===== src/rtl/mcash_queue_pkg.sv =====
// Shared definitions for the miss/request queue: entry states and queue geometry.
// Also used by the shift-priority arbiter.
package mcash_queue_pkg;

   localparam int QUEUE_DEPTH = 16;
   localparam int QUEUE_PTR_W = 4;
   localparam int QUEUE_CNT_W = 5;

   typedef enum logic [1:0] {
      FREE   = 2'd0,
      PEND   = 2'd1,
      ISSUED = 2'd2,
      DONE   = 2'd3
   } entry_state_t;

   function automatic logic [QUEUE_PTR_W-1:0] ptr_inc(input logic [QUEUE_PTR_W-1:0] ptr);
      return ptr + 4'd1;
   endfunction

endpackage


===== src/rtl/entry_alloc_queue_if.sv =====
// Handshake bundle between the allocation queue and its users (allocator, arbiter, completion path).
// Replay signals exist only when ENTRY_ALLOC_QUEUE_REPLAY_EN is defined.
interface entry_alloc_queue_if;
   import mcash_queue_pkg::*;

   logic                   alloc_vld_i;
   logic                   alloc_rdy_o;
   logic [QUEUE_PTR_W-1:0] alloc_ptr_o;
   logic                   issue_vld_i;
   logic [QUEUE_PTR_W-1:0] issue_ptr_i;
   logic                   cmpl_vld_i;
   logic [QUEUE_PTR_W-1:0] cmpl_ptr_i;
`ifdef ENTRY_ALLOC_QUEUE_REPLAY_EN
   logic                   replay_vld_i;
   logic [QUEUE_PTR_W-1:0] replay_ptr_i;
`endif
   logic [QUEUE_DEPTH-1:0] valid_array_o;
   logic [QUEUE_PTR_W-1:0] bottom_ptr_o;
   logic                   retire_vld_o;
   logic [QUEUE_PTR_W-1:0] retire_ptr_o;
   logic [QUEUE_CNT_W-1:0] count_o;
   logic                   err_o;

   modport slave (
`ifdef ENTRY_ALLOC_QUEUE_REPLAY_EN
      input  replay_vld_i, replay_ptr_i,
`endif
      input  alloc_vld_i, issue_vld_i, issue_ptr_i, cmpl_vld_i, cmpl_ptr_i,
      output alloc_rdy_o, alloc_ptr_o, valid_array_o, bottom_ptr_o,
             retire_vld_o, retire_ptr_o, count_o, err_o
   );

   modport master (
`ifdef ENTRY_ALLOC_QUEUE_REPLAY_EN
      output replay_vld_i, replay_ptr_i,
`endif
      output alloc_vld_i, issue_vld_i, issue_ptr_i, cmpl_vld_i, cmpl_ptr_i,
      input  alloc_rdy_o, alloc_ptr_o, valid_array_o, bottom_ptr_o,
             retire_vld_o, retire_ptr_o, count_o, err_o
   );

endinterface


===== src/rtl/entry_state_cell.sv =====
// One queue entry: 2-bit lifecycle state FREE->PEND->ISSUED->DONE->FREE with
// a per-cycle illegal-transition indication (made sticky by the parent).
module entry_state_cell
   import mcash_queue_pkg::*;
(
   input  logic         clk_i,
   input  logic         rst_i,
   input  logic         alloc_i,
   input  logic         issue_i,
   input  logic         cmpl_i,
   input  logic         replay_i,
   input  logic         retire_i,
   output entry_state_t state_o,
   output logic         err_o
);

   entry_state_t state_r;
   entry_state_t state_nxt_s;

   // State register
   always_ff @(posedge clk_i) begin
      if (rst_i) begin
         state_r <= FREE;
      end else begin
         state_r <= state_nxt_s;
      end
   end

   // Next state: each request only acts on its legal source state; completion beats replay
   always_comb begin
      state_nxt_s = state_r;
      case (state_r)
         FREE: begin
            if (alloc_i) state_nxt_s = PEND;
            else         state_nxt_s = state_r;
         end
         PEND: begin
            if (issue_i) state_nxt_s = ISSUED;
            else         state_nxt_s = state_r;
         end
         ISSUED: begin
            if (cmpl_i)        state_nxt_s = DONE;
            else if (replay_i) state_nxt_s = PEND;
            else               state_nxt_s = state_r;
         end
         DONE: begin
            if (retire_i) state_nxt_s = FREE;
            else          state_nxt_s = state_r;
         end
         default: state_nxt_s = FREE;
      endcase
   end

   // Protocol error, judged against the state held at the start of the cycle
   always_comb begin
      err_o = (issue_i  && (state_r != PEND))   ||
              (cmpl_i   && (state_r != ISSUED)) ||
              (replay_i && ((state_r != ISSUED) || cmpl_i));
   end

   assign state_o = state_r;

endmodule


===== src/rtl/entry_alloc_queue.sv =====
// 16-entry circular allocation tracker feeding the shift-priority arbiter.
// Optional replay path enabled by ENTRY_ALLOC_QUEUE_REPLAY_EN.
module entry_alloc_queue
   import mcash_queue_pkg::*;
#(
   parameter int DEPTH = QUEUE_DEPTH,
   parameter int PTR_W = QUEUE_PTR_W
)
(
   input  logic                 clk_i,
   input  logic                 rst_i,
   entry_alloc_queue_if.slave   bus
);

   logic [PTR_W-1:0]       top_ptr_r;
   logic [PTR_W-1:0]       bottom_ptr_r;
   logic [QUEUE_CNT_W-1:0] count_r;
   logic [QUEUE_CNT_W-1:0] count_nxt_s;
   logic                   err_r;

   entry_state_t           state_s [DEPTH];
   logic [DEPTH-1:0]       cell_err_s;
   logic [DEPTH-1:0]       pend_s;
   logic                   not_full_s;
   logic                   alloc_fire_s;
   logic                   retire_vld_s;
   logic                   replay_vld_s;
   logic [PTR_W-1:0]       replay_ptr_s;

`ifdef ENTRY_ALLOC_QUEUE_REPLAY_EN
   assign replay_vld_s = bus.replay_vld_i;
   assign replay_ptr_s = bus.replay_ptr_i;
`else
   assign replay_vld_s = 1'b0;
   assign replay_ptr_s = {PTR_W{1'b0}};
`endif

   // Readiness comes only from the registered count, so a same-cycle retire cannot unblock a full queue
   assign not_full_s   = (count_r != 5'd16);
   assign alloc_fire_s = bus.alloc_vld_i && not_full_s && !rst_i;
   assign retire_vld_s = !rst_i && (count_r != 5'd0) && (state_s[bottom_ptr_r] == DONE);

   for (genvar n = 0; n < DEPTH; n++) begin : g_entry
      entry_state_cell u_cell (
         .clk_i    (clk_i),
         .rst_i    (rst_i),
         .alloc_i  (alloc_fire_s && (top_ptr_r == PTR_W'(n))),
         .issue_i  (bus.issue_vld_i && (bus.issue_ptr_i == PTR_W'(n))),
         .cmpl_i   (bus.cmpl_vld_i && (bus.cmpl_ptr_i == PTR_W'(n))),
         .replay_i (replay_vld_s && (replay_ptr_s == PTR_W'(n))),
         .retire_i (retire_vld_s && (bottom_ptr_r == PTR_W'(n))),
         .state_o  (state_s[n]),
         .err_o    (cell_err_s[n])
      );
      assign pend_s[n] = (state_s[n] == PEND);
   end

   // Occupancy update: alloc and retire in the same cycle cancel out
   always_comb begin
      count_nxt_s = count_r;
      case ({alloc_fire_s, retire_vld_s})
         2'b10:   count_nxt_s = count_r + 5'd1;
         2'b01:   count_nxt_s = count_r - 5'd1;
         default: count_nxt_s = count_r;
      endcase
   end

   // Pointers, occupancy and sticky error flag
   always_ff @(posedge clk_i) begin
      if (rst_i) begin
         top_ptr_r    <= {PTR_W{1'b0}};
         bottom_ptr_r <= {PTR_W{1'b0}};
         count_r      <= 5'd0;
         err_r        <= 1'b0;
      end else begin
         if (alloc_fire_s) top_ptr_r    <= ptr_inc(top_ptr_r);
         if (retire_vld_s) bottom_ptr_r <= ptr_inc(bottom_ptr_r);
         count_r <= count_nxt_s;
         err_r   <= err_r | (|cell_err_s);
      end
   end

   assign bus.alloc_rdy_o   = rst_i || not_full_s;
   assign bus.alloc_ptr_o   = top_ptr_r;
   assign bus.valid_array_o = rst_i ? {DEPTH{1'b0}} : pend_s;
   assign bus.bottom_ptr_o  = bottom_ptr_r;
   assign bus.retire_vld_o  = retire_vld_s;
   assign bus.retire_ptr_o  = bottom_ptr_r;
   assign bus.count_o       = count_r;
   assign bus.err_o         = err_r;

endmodule


===== src/flat_wrapper.sv =====
// flat-port wrapper written by rule: the top's interface ports become plain ports
module entry_alloc_queue_flat import mcash_queue_pkg::*;
#(
   parameter int DEPTH = QUEUE_DEPTH,
   parameter int PTR_W = QUEUE_PTR_W
)
  (clk_i, rst_i, bus_alloc_vld_i, bus_issue_vld_i, bus_issue_ptr_i, bus_cmpl_vld_i, bus_cmpl_ptr_i, bus_alloc_rdy_o, bus_alloc_ptr_o, bus_valid_array_o, bus_bottom_ptr_o, bus_retire_vld_o, bus_retire_ptr_o, bus_count_o, bus_err_o);
  entry_alloc_queue_if bus_i ();
  input  logic clk_i;
  input  logic rst_i;
  input wire logic [$bits(bus_i.alloc_vld_i)-1:0] bus_alloc_vld_i;
  input wire logic [$bits(bus_i.issue_vld_i)-1:0] bus_issue_vld_i;
  input wire logic [$bits(bus_i.issue_ptr_i)-1:0] bus_issue_ptr_i;
  input wire logic [$bits(bus_i.cmpl_vld_i)-1:0] bus_cmpl_vld_i;
  input wire logic [$bits(bus_i.cmpl_ptr_i)-1:0] bus_cmpl_ptr_i;
  output wire logic [$bits(bus_i.alloc_rdy_o)-1:0] bus_alloc_rdy_o;
  output wire logic [$bits(bus_i.alloc_ptr_o)-1:0] bus_alloc_ptr_o;
  output wire logic [$bits(bus_i.valid_array_o)-1:0] bus_valid_array_o;
  output wire logic [$bits(bus_i.bottom_ptr_o)-1:0] bus_bottom_ptr_o;
  output wire logic [$bits(bus_i.retire_vld_o)-1:0] bus_retire_vld_o;
  output wire logic [$bits(bus_i.retire_ptr_o)-1:0] bus_retire_ptr_o;
  output wire logic [$bits(bus_i.count_o)-1:0] bus_count_o;
  output wire logic [$bits(bus_i.err_o)-1:0] bus_err_o;
  assign bus_i.alloc_vld_i = bus_alloc_vld_i;
  assign bus_i.issue_vld_i = bus_issue_vld_i;
  assign bus_i.issue_ptr_i = bus_issue_ptr_i;
  assign bus_i.cmpl_vld_i = bus_cmpl_vld_i;
  assign bus_i.cmpl_ptr_i = bus_cmpl_ptr_i;
  assign bus_alloc_rdy_o = bus_i.alloc_rdy_o;
  assign bus_alloc_ptr_o = bus_i.alloc_ptr_o;
  assign bus_valid_array_o = bus_i.valid_array_o;
  assign bus_bottom_ptr_o = bus_i.bottom_ptr_o;
  assign bus_retire_vld_o = bus_i.retire_vld_o;
  assign bus_retire_ptr_o = bus_i.retire_ptr_o;
  assign bus_count_o = bus_i.count_o;
  assign bus_err_o = bus_i.err_o;
  entry_alloc_queue #(.DEPTH(DEPTH), .PTR_W(PTR_W)) u_core (.clk_i(clk_i), .rst_i(rst_i), .bus(bus_i));
endmodule

===== config.mk =====
export PLATFORM = sky130hd
export DESIGN_NAME = entry_alloc_queue_flat
export DESIGN_NICKNAME = d
export VERILOG_FILES = /design/src/rtl/mcash_queue_pkg.sv /design/src/rtl/entry_alloc_queue_if.sv /design/src/rtl/entry_state_cell.sv /design/src/rtl/entry_alloc_queue.sv /design/src/flat_wrapper.sv
export SDC_FILE = /design/constraint.sdc
export NUM_CORES = 1
export LEC_CHECK = 0
export ABC_CLOCK_PERIOD_IN_PS = 4150
export CORE_ASPECT_RATIO = 0.9
export CORE_MARGIN = 1.5
export CORE_UTILIZATION = 59
export CTS_BUF_LIST = sky130_fd_sc_hd__clkbuf_16
export DETAILED_ROUTE_END_ITERATION = 6
export PLACE_DENSITY = 0.9
export SYNTH_ARGS = -nofsm -noshare
export SYNTH_HDL_FRONTEND = slang
export SYNTH_SLANG_ARGS = --single-unit

===== constraint.sdc =====
create_clock -name clk_i -period 4.15 [get_ports clk_i]
set_clock_uncertainty 0.1 [all_clocks]
set_input_delay 0.415 -clock clk_i [delete_from_list [all_inputs] [get_ports clk_i]]
set_output_delay 0.415 -clock clk_i [all_outputs]
set_load 0.005 [all_outputs]

* After elaboration in Yosys (flattened, before gate mapping)
Cells that the tools add are included.
** Storage, ports and cells
- Register bits :: 46
- Input port bits :: 13
- Output and inout bits :: 36
** Cells by class
- $add $sub $neg :: 4
- Order comparisons :: 1
- Equal/unequal tests :: 208
- Multiplexer cells :: 85
- Bitwise operators :: 2
- Reductions and logical operators :: 157
** Operators by type and width (count)
- inequality test 2 bit, second input constant :: 80
- two-way mux 2 bit :: 66
- equality test 4 bit, second input constant :: 32
- case mux 2 bit (4 select lines) :: 16
- logical AND 1 bit :: 100
- equality test 2 bit, second input constant :: 34
- equality test 4 x 3 -> 1 bit, second input constant :: 16
- AND reduction 4 bit :: 16
- equality test 2 x 1 -> 1 bit, second input constant :: 17
- equality test 4 x 2 -> 1 bit, second input constant :: 8
- logical NOT 2 bit :: 16
- inequality test 2 x 1 -> 1 bit, second input constant :: 16
- logical OR 1 bit :: 17
- equality test 4 x 1 -> 1 bit, second input constant :: 4
- logical NOT 4 bit :: 4
- two-way mux 16 bit :: 1
- OR reduction 16 bit :: 1
- case mux 5 bit (2 select lines) :: 1
- adder 4 x 1 -> 4 bit, second input constant :: 2
- binary-select mux 2 bit (select 4 bit) :: 1
- adder 5 x 1 -> 5 bit, second input constant :: 1
- >= comparator 5 bit, second input constant :: 1
- inequality test 5 bit, second input constant :: 1
- NOT 4 -> 5 bit :: 1
- 5 further kinds :: 5

* Logic depth before layout (Yosys ltp)
- Depth after elaboration :: 9
- Gate-level depth with buffers :: 17
- Depth with buffers taken out :: 14

* Cells and area by module
Synthesis repeated with hierarchy kept, for this count alone.
** Second synthesis, totals
- Cell total of the unflattened synthesis :: 538
- Area total of the unflattened synthesis :: 4071.4 µm²
** By module, submodules not included
- entry_state_cell :: instances 16, cells each 19, area each 141.4 µm², sequential area each 40.0 µm²
- entry_alloc_queue :: instances 1, cells each 234, area each 1809.2 µm², sequential area each 280.3 µm²

* Worst setup path before layout
Ideal clock, no wire load.
- Kind :: register to register
- Start point :: register u_core.bottom_ptr_r[1], in the netlist u_core.bus.bottom_ptr_o[1]
- End point :: register u_core.count_r[4], in the netlist u_core.bus.count_o[4]
- Data arrival time :: 3.038 ns
- Data required time :: 3.922 ns
- Slack :: 0.884 ns
- Stages on the path, launching flop included :: 16
- Buffers on the path :: 2
- Clock period less this slack :: 3.266 ns
- Path through :: dfxtp_1 -> buf_6 -> mux4_2 -> o21a_1 -> o22a_1 -> buf_6 -> inv_4 -> ha_1 -> inv_1 -> fa_1 -> nor2b_1 -> o21ai_0 -> and3_1 -> nor3_1 -> xnor2_1 -> nor2_1
** On the way
- Cells in the longest elaborated chain, start to end :: 8
- Elaborated cells on any way between the ends :: 10
- Those cells by class :: eq/ne: 3; mux: 4; bitwise: 1; reduce/logical: 2
** RTL lines
- from (decl) :: RTL line entry_alloc_queue.sv:16 : logic [PTR_W-1:0] bottom_ptr_r;
- from (signal assigned) :: RTL line entry_alloc_queue.sv:72 : bottom_ptr_r <= {PTR_W{1'b0}};
- from (signal assigned) :: RTL line entry_alloc_queue.sv:77 : if (retire_vld_s) bottom_ptr_r <= ptr_inc(bottom_ptr_r);
- NOT 4 -> 5 bit (not written as such) * :: RTL line entry_alloc_queue.sv:41 : assign retire_vld_s = !rst_i && (count_r != 5'd0) && (state_s[bottom_ptr_r] == DONE);
- binary-select mux 2 bit (select 4 bit) * :: RTL line entry_alloc_queue.sv:41
- two-way mux 2 bit (not written as such) * (2 in a row) :: RTL line entry_alloc_queue.sv:41
- equality test 2 bit * :: RTL line entry_alloc_queue.sv:41
- logical AND 1 bit * :: RTL line entry_alloc_queue.sv:41
- net bus_retire_vld_o :: RTL line flat_wrapper.sv:20 : output wire logic [$bits(bus_i.retire_vld_o)-1:0] bus_retire_vld_o;
- equality test 2 x 1 -> 1 bit / equality test 2 bit (equally long branches) :: RTL line entry_alloc_queue.sv:61 : case ({alloc_fire_s, retire_vld_s})
- case mux 5 bit (2 select lines) / nonzero test 2 bit (equally long branches)
- to (signal assigned) :: RTL line entry_alloc_queue.sv:78 : count_r <= count_nxt_s;
- to (decl) :: RTL line entry_alloc_queue.sv:17 : logic [QUEUE_CNT_W-1:0] count_r;
The timed path passes the listed nets; every way through them passes the cells marked *. The select of a mux whose other input is x is not followed.
A chain may end at the register's enable or synchronous reset.

* Worst setup path after layout
- Start point :: register u_core.bottom_ptr_r[1], in the netlist u_core.bus.bottom_ptr_o[1]
- End point :: register u_core.count_r[4], in the netlist u_core.bus.count_o[4]
** On the way
- Cells in the longest elaborated chain, start to end :: 8
- Elaborated cells on any way between the ends :: 10
- Those cells by class :: eq/ne: 3; mux: 4; bitwise: 1; reduce/logical: 2
** RTL lines (RTL line)
- NOT 4 -> 5 bit (not written as such) * :: entry_alloc_queue.sv:41
- binary-select mux 2 bit (select 4 bit) * :: entry_alloc_queue.sv:41
- two-way mux 2 bit (not written as such) * (2 in a row) :: entry_alloc_queue.sv:41
- equality test 2 bit * :: entry_alloc_queue.sv:41
- logical AND 1 bit * :: entry_alloc_queue.sv:41
- equality test 2 x 1 -> 1 bit / equality test 2 bit (equally long branches) :: entry_alloc_queue.sv:61
- case mux 5 bit (2 select lines) / nonzero test 2 bit (equally long branches)
Mark *: on every way between the ends. The rest lies on a longest branch, timed or not. The select of a mux whose other input is x is not followed.

==> results.md <==
- Crit share post-route: 0.902
- Pleak: between 2 and 2.5 nW
- Vias per inst: approximately 6.5
- Gate Count Post-Synth: 600
- Pwr dens: approximately 250 nW/um^2
- Worst reg2reg startpoint: u_core.bus.bottom_ptr_o[1]
- WL met2: 6.66 mm
- Cell Chain, Critical Path: buf_4 > mux4_2 > a22oi_1 > o22a_1 > inv_4 > ha_1 > ha_1 > nor2b_1 > o21ai_0 > a21oi_1 > nor3_1 > xnor2_1 > nor2_1
- Hold_buf cts: 0
- Row count: 31
- Largest family of logic cells by synthesized area: adder cells
- Final hold violations: 0
- Crit path to: u_core.bus.count_o[4]
- Req. time, crit path: between 4 and 5 ns
- Die area: 9090 um^2
- EDFF count, synth: 0
- Slew margin rel.: 0.472
- First-pass GRT wire length: between 20 and 25 mm
- Comb pwr share: 0.348
- Status: finished, violations left
- Compound-Gate Fraction of Synth Area: 0.171
- Layout Nets: 729
- Worst-Margin Slew: 0.791 ns
- Synth Area in Simple Gates: 0.216
- Max frequency: about 270 MHz
- Dpl hpwl: 11.0 mm
- Post-synth ARST share: 0
- Wire length on met1: slightly below 6 mm
- TritonCTS buffer count: 5
- Crit. End Element: register
- Syn_nets: a little over 700
- Setup violators final: 0
- Worst hold path startpoint: u_core.g_entry[8].u_cell.state_o[1]
- CTS-repair resized insts: 0
- Minimum clock period: 3.74 ns
- Reg2reg end: u_core.bus.count_o[4]
- Antenna violations before repair: 0
- Clock power share: 0.281
- Synth Warn #: 0
- PortBufs: 48
- Clk Latency, worst-skew pair: around 0.29 ns
- Cell variety after synth: 58
- Sequential fraction of design power: 0.371
- Register area share after synthesis: 0.183
- CTS tree: built
- Final wirelength: ~15 mm
- GPL Wtd Cong: between 1 and 1.5
- CP max stage cell: dfxtp_1
- Maximum vdd drop: roughly 0.19 mV
- TritonRoute pass-1 iters: 7
- Crit path top cell by count: ha_1
- Psw: around 0.0005 W
- Via count: approximately 4700
- R2R setup slack: ~0.41 ns
- Die X: 100 um
- Adder-cell share of the synthesized area: 0.233
- Clock buffer depth: 2
- Metal3 WL: between 1.5 and 2 mm
- Max-cap violation count: 0
- Initial Util: 0.617
- Die Y: between 90 and 100 um
- Placed cell area: 5480 um^2
- Pin count of the biggest net entering global routing: 63
- Max Slew Vio Count: 0
- Max Used Layer: met4
- Post-Syn Area per Cell: 8.38 um^2
- Data arrival, critical path: approximately 3.8 ns
- CTS H-tree lvls: 2
- P&R area growth vs syn: 11.6%
- Cells on worst reg2reg path: 13
- Post-synthesis mux area share: 0.105
- Root Driver: clkbuf_16
- RSZ-0062 raised after global routing: false
- Max FO, Critical Path: 14
- CP Class: reg -> reg
- Failing checks: DRC
- Share of cells above drive strength 1: 0.0609
- Number of DRC markers in iteration 0: between 500 and 600
- Sw frac: 0.350
- Setup Buffers After CTS: 0
- Core Area: 8150 um^2
- Total Routing Usage GR: 0.318
- Post-synthesis xor/xnor area fraction: 0.0122
- Critical Path Start: u_core.bus.bottom_ptr_o[1]
- Cell Area, Synth: approximately 5000 um^2
- Max stage delay on crit path: approximately 0.66 ns
- Vias in the first global route: approximately 4300
- Clock-pin slew on the worst setup and hold paths: 0.07 ns
- Final non-filler cell area: between 5000 and 6000 um^2
- Setup TNS: 0 ns
- Flops & latches, synth: 46
- Remaining global-route overflow: 0
- I/O Pins: 49
- Synth Flop Type: dfxtp_1
- P_int: approximately 0.0009 W
- Detailed-route DRC error count: 1
- Startpoint types: register
- Sink Count: 46
- Antenna cells: 0
- Wire per inst: ~20 um
- Commonest non-fill, non-tap cell in the layout: ha_1
- Class of the worst hold path: reg -> reg
- Number of fillers in the final layout: 676
- Post-DRT Antenna Nets: 0
- Most frequent cells in the layout: ha_1 (92), nand2_1 (76), inv_1 (54), clkdlybuf4s50_1 (47), dfxtp_1 (46)
worst min path at each step:
stage	cells after the start	endpoint	slack (ns)
after floorplan	2	u_core.g_entry[0].u_cell.state_o[1]	0.37
after global placement	2	u_core.g_entry[13].u_cell.state_o[0]	0.38
after detailed placement	2	u_core.g_entry[8].u_cell.state_o[1]	0.40
after CTS	2	u_core.g_entry[8].u_cell.state_o[1]	0.41
after global routing	2	u_core.g_entry[0].u_cell.state_o[0]	0.43
final	2	u_core.g_entry[8].u_cell.state_o[1]	0.41
flip-flops by register name (all words and copies together), names as in the netlist:
| register | flops |
|---|---|
| u_core.bus.bottom_ptr_o | 4 |
| u_core.bus.count_o | 5 |
| u_core.g_entry.u_cell.state_o | 32 |
| u_core.bus.err_o | 1 |
| u_core.bus.alloc_ptr_o | 4 |
kinds of logic after synthesis:
family | Yosys count
muxes | 45
DFF | 46
buffers and inverters | 92
AOI/OAI and AO/OA | 110
and+or+nand+nor | 207
adders and majority gates | 93
xor gates and xnor gates | 7
through the flow:
| stage | setup slack [ns] | power, W | hold slack, ns | util | std cells |
|---|---|---|---|---|---|
| detailed placement | 0.499 | 0.000990 | 0.396 | 0.672 | 715 |
| finish | 0.408 | 0.00140 | 0.412 | 0.689 | 723 |
| global route | 0.238 | 0.00146 | 0.435 | 0.689 | 723 |
| global placement | 0.700 | 0.000962 | 0.380 | 0.672 | 715 |
| CTS | 0.463 | 0.00139 | 0.405 | 0.689 | 723 |
| floorplan | 0.884 | 0.000840 | 0.368 | - | 600 |
final cells by class:
| type | count | area (um^2) | area share |
|---|---|---|---|
| Timing Repair Buffer | 53 | 513 | 0.0914 |
| Sequential cell | 46 | 921 | 0.164 |
| Clock buffer | 5 | 125 | 0.0223 |
| Multi-Input combinational cell | 462 | 3710 | 0.661 |
| Clock inverter | 3 | 12.5 | 0.00223 |
| Inverter | 55 | 209 | 0.0372 |
| Tap cell | 99 | 124 | 0.0221 |
routing by layer:
| layer | GRT usage | up-vias |
|---|---|---|
| li1 | - | 2178 |
| met1 | 0.422 | 2229 |
| met2 | 0.515 | 277 |
| met3 | 0.0759 | 43 |
| met4 | 0.0810 | 0 |
| met5 | 0 | - |
power groups by stage:
stage | Clock [W] | Combinational (W) | Sequential, W
after floorplan | 0 | 0.000327 | 0.000513
after global placement | 0 | 0.000438 | 0.000523
after detailed placement | 0 | 0.000464 | 0.000525
after CTS | 0.000397 | 0.000473 | 0.000516
after global routing | 0.000414 | 0.000519 | 0.000522
final | 0.000393 | 0.000487 | 0.000520
Yosys cell counts, drive strengths merged (4+ instances only):
master,count,share of area
o221a,4,0.0090
nor2b,28,0.035
nor3b,5,0.0075
inv,55,0.042
a31oi,5,0.0062
nor4bb,8,0.016
o22ai,14,0.027
nand2,76,0.057
a21oi,9,0.0090
buf,17,0.023
xnor2,5,0.0087
o21ai,24,0.026
nand3,21,0.021
nand2b,5,0.0062
mux2i,36,0.072
nor2,23,0.017
o21a,4,0.0060
a222oi,10,0.020
nand4,8,0.010
ha,92,0.23
mux4,6,0.027
dfxtp,46,0.18
o211ai,15,0.022
clkbuf,20,0.015
or3,5,0.0062
nor4b,4,0.0070
nor3,8,0.0080
worst max-delay path, delay by kind of cell, from the launching register on:
kind            cells  cell delay [ns]
buf+inv             2             0.37
compound gates      4             0.81
mux                 1             0.51
flops               1             0.66
fa+ha+maj           2             0.59
simple gates        3             0.45
xor+xnor            1             0.15
Note: power is estimated with default switching activity, not from simulation.
==> patch 1, RTL diff (same settings) <==
The package constant `QUEUE_PTR_W` goes from 4 to 2.
--- a/src/rtl/mcash_queue_pkg.sv
+++ b/src/rtl/mcash_queue_pkg.sv
@@ -3,7 +3,7 @@
 package mcash_queue_pkg;
 
    localparam int QUEUE_DEPTH = 16;
-   localparam int QUEUE_PTR_W = 4;
+   localparam int QUEUE_PTR_W = 2;
    localparam int QUEUE_CNT_W = 5;
 
    typedef enum logic [1:0] {
Ports: changed (5 resized); port bits go from 49 to 39. The function was not compared with the original's and may differ.
==> patch 1 against the original RTL <==
  * Final area fell by 23%
  * Via count is 29% lower
  * Core utilization is 1.8 points higher
  * Power grew 34%
  * Die area down 25%
  * Sequential cell count decreased by 4
  * Maximum frequency increased by 11%
  * Sequential share of layout area grew 3.0 points
  * Non-clock buffer count is 12 lower
  * Worst setup slack improved by 0.36 ns
  * Synthesized area decreased by 26%
  * Wire length shrank 37%
  * Critical endpoint unchanged
==> patch 1: results (changes against the original RTL) <==
hold slack=0.4072 ns (was 0.4121 ns); # fillers=462 (was 676); status=complete, no violations (was complete, but fails checks); Max Fanout on Critical Path=20 (was 14); syn_nets=515 (was 706); Port Buf Inserts=38 (was 48); Area Growth Syn to Fin=16.37% (was 11.62%); GR Layer Usage met1=32.17% (was 42.19%); sequential share of the synthesized area=22.64% (was 18.31%); power in the clock group=0.000451 W (was 0.000393 W); Hold Path End=u_core.g_entry[5].u_cell.state_o[1] (was u_core.g_entry[8].u_cell.state_o[1]); Yosys cell types=50 (was 58); Post-DP Area=4156 sq um (was 5475 sq um); router iterations before antenna repair=5 (was 7); GR Layer Usage met3=5.994% (was 7.585%); VDD IR-drop max=279.7 uV (was 188.6 uV); Sw Ratio=36.47% (was 34.98%); pwr dens=433.0 nW/um^2 (was 249.4 nW/um^2); vias in the first global route=3173 (was 4323); drt first-iter violations=213 (was 549); synth warn=0 (unchanged); first-pass GRT wire length=14900 um (was 22710 um); via density per instance=6.117 (was 6.538); synth top area cells=ha_1, dfxtp_1, inv_1 (was ha_1, dfxtp_1, mux2i_1); largest net degree at the start of global routing=42 (was 63); remaining routing DRC violations=0 (was 1); routing usage on met2=48.67% (was 51.53%); Hold Crit Start=u_core.g_entry[5].u_cell.state_o[1] (was u_core.g_entry[8].u_cell.state_o[1]); total track usage=27.92% (was 31.75%); Synth top cells by count=ha_1, inv_1, dfxtp_1, nand2_1 (was ha_1, nand2_1, inv_1, dfxtp_1, mux2i_1); CP arrival=3.49 ns (was 3.81 ns); CP max stage cell=nor4_1 (was dfxtp_1); Avg Cell Area, Syn=8.677 sq um (was 8.381 sq um); Worst R2R Setup Slack=0.77 ns (was 0.41 ns); post-DP HPWL=6800 um (was 11040 um); placed cells=541 (was 715); final net count=548 (was 729); share of cells above drive strength 1=3.896% (was 6.090%); WL/cell=16.86 um (was 20.18 um); Placer Congestion=0.8934 (was 1.049)
[patch 1: cell types whose count changed after synthesis, moves of 11 or more]
cell	unedited run	this run
mux2i_1	36	19
nand3_1	21	10
nand2_1	76	40
o211ai_1	15	1
clkbuf_1	20	8
ha_1	92	78
a221o_1	0	13
nor2b_1	28	17
[patch 1: worst max path at each step]
| stage | startpoint | endpoint | slack, ns | cells after the start |
|---|---|---|---|---|
| 2_1_floorplan | u_core.bus.count_o[1] | u_core.bus.count_o[4] | 1.11 | 15 |
| 3_3_place_gp | rst_i | u_core.bus.count_o[4] | 0.99 | 11 |
| 3_5_place_dp | u_core.bus.count_o[1] | u_core.bus.count_o[4] | 0.84 | 13 |
| 4_1_cts | u_core.bus.count_o[1] | u_core.bus.count_o[4] | 0.80 | 13 |
| 5_1_grt | u_core.bus.count_o[1] | u_core.bus.count_o[4] | 0.51 | 13 |
| 6_report | u_core.bus.count_o[1] | u_core.bus.count_o[4] | 0.77 | 13 |
[patch 1: final cells by class]
class	instances	share of cell area, %
clock buffers	5	2.895
repair buffers	41	9.323
well taps	87	2.519
inverters	53	4.603
flip-flops and latches	42	19.46
clock inverters	3	0.9265
multi-input cells	318	60.28
[patch 1: logic make-up (layout without fill, tap and decap cells)]
| family | Yosys count | after routing | synth area share [%] |
|---|---|---|---|
| AO/OA/AOI/OAI | 109 | 109 | 22.27 |
| XOR/XNOR | 6 | 6 | 1.415 |
| adder cells (fa/ha/maj) | 78 | 78 | 26.28 |
| buffers and inverters | 68 | 102 | 7.210 |
| flip-flops | 42 | 42 | 22.64 |
| multiplexers | 20 | 20 | 5.728 |
| AND/OR/NAND/NOR | 105 | 105 | 14.45 |
[patch 1: routing by layer]
metal	part of all wire (%)	up-vias
met3	6.0	34
met1	42	1605
met4	3.4	0
li1	-	1593
met2	49	126
met5	0	-
==> patch 2, RTL diff (same flow settings) <==
Without the edit above. Make the reset (`rst_i`) asynchronous in 2 clocked blocks.
--- a/src/rtl/entry_state_cell.sv
+++ b/src/rtl/entry_state_cell.sv
@@ -18,7 +18,7 @@
    entry_state_t state_nxt_s;
 
    // State register
-   always_ff @(posedge clk_i) begin
+   always_ff @(posedge clk_i or posedge rst_i) begin
       if (rst_i) begin
          state_r <= FREE;
       end else begin
--- a/src/rtl/entry_alloc_queue.sv
+++ b/src/rtl/entry_alloc_queue.sv
@@ -66,7 +66,7 @@
    end
 
    // Pointers, occupancy and sticky error flag
-   always_ff @(posedge clk_i) begin
+   always_ff @(posedge clk_i or posedge rst_i) begin
       if (rst_i) begin
          top_ptr_r    <= {PTR_W{1'b0}};
          bottom_ptr_r <= {PTR_W{1'b0}};
Behaviour: differs if rst_i is asserted again (counterexample within 4 cycles, from zero or initial values and one cycle with rst_i high); with rst_i held inactive, the same outputs for 4 cycles.
==> patch 2 against the original RTL <==
  * Wire length down 0.68%
  * Sequential cell count unchanged
  * Worst setup slack got worse by 0.058 ns
  * Synthesized area is 2.2% lower
  * Critical endpoint is now u_core.bus.count_o[4]
  * Final area decreased by 0.33%
  * Via count shrank 6.8%
  * Core utilization is 0.43 points higher
Power is left out: it rests on default switching activity, and per cell area and clock period it moved more than threefold.
==> patch 2: results (changes against the original RTL) <==
CP max stage cell=dfrtp_1 (was dfxtp_1); Post-synth top flop=dfrtp_1 (was dfxtp_1); mux cell area share after synthesis=5.727% (was 10.53%); Placement Setup Slack=0.4505 ns (was 0.4986 ns); Slew headroom=45.17% (was 47.19%); Hold Crit Start=u_core.g_entry[0].u_cell.state_o[1] (was u_core.g_entry[8].u_cell.state_o[1]); PnR worst setup slack=0.3501 ns (was 0.4084 ns); xor-xnor portion of the synthesized cell area=1.782% (was 1.219%); GR Layer Usage met3=5.341% (was 7.585%); Max Fanout on Critical Path=21 (was 14); first-pass GRT wire length=22770 um (was 22710 um); Worst Setup EP=u_core.bus.count_o[4] (unchanged); fin cells=679 (was 723); hold depth=1 (was 2); share of cells above drive strength 1=7.414% (was 6.090%); complex-gate fraction of the synthesized area=20.84% (was 17.09%); largest net degree at the start of global routing=24 (was 63); Synth top cells by count=ha_1, nand2_1, inv_1, dfrtp_1, o21ai_0 (was ha_1, nand2_1, inv_1, dfxtp_1, mux2i_1); vias in the first global route=4434 (was 4323); Hold Path End=u_core.g_entry[0].u_cell.state_o[1] (was u_core.g_entry[8].u_cell.state_o[1]); Yosys cell types=66 (was 58); Multi-input gate area=3436 sq um (was 3709 sq um); Synth async-reset ratio=100.0% (was 0%); metal2 WL=6952 um (was 6660 um); Placer Congestion=1.046 (was 1.049); sequential share of the synthesized area=23.42% (was 18.31%); crit path launch=u_core.bus.bottom_ptr_o[3] (was u_core.bus.bottom_ptr_o[1]); GR Layer Usage met1=41.89% (was 42.19%); adder and majority gate portion of the synthesized area=23.82% (was 23.29%); total track usage=33.11% (was 31.75%); syn_nets=644 (was 706); CP arrival=3.86 ns (was 3.81 ns); routing usage on met2=57.53% (was 51.53%); final net count=685 (was 729); drt first-iter violations=517 (was 549); Worst Reg-to-Reg Cells=15 (was 13); status=complete, no violations (was complete, but fails checks); # fillers=651 (was 676); WL/cell=21.34 um (was 20.18 um)
==> patch 2: cell count changes after synthesis, moves of 12 or more <==
cell and change:
dfrtp_1 +46, dfxtp_1 -46, mux2i_1 -24, nand2_1 -24
clkbuf_1 -13, o31ai_1 +12
==> patch 2: area by class of cell <==
type | count | share of cell area, %
Inverter | 52 | 3.489
Sequential cell | 46 | 20.58
Tap cell | 99 | 2.214
Timing Repair Buffer | 54 | 9.394
Multi-Input combinational cell | 420 | 61.42
Clock inverter | 3 | 0.6710
Clock buffer | 5 | 2.237
==> patch 2: worst register-to-register path, stage by stage (launching register included) <==
cell	delay [ns]
dfrtp_1	0.88
nand2b_1	0.20
a31oi_1	0.10
a211oi_2	0.56
nor2_1	0.17
o211ai_2	0.25
inv_1	0.10
ha_1	0.26
inv_1	0.12
fa_1	0.21
inv_1	0.05
a21o_1	0.17
a21oi_1	0.17
xnor2_1	0.13
nor2_1	0.06
xor2_1	0.15
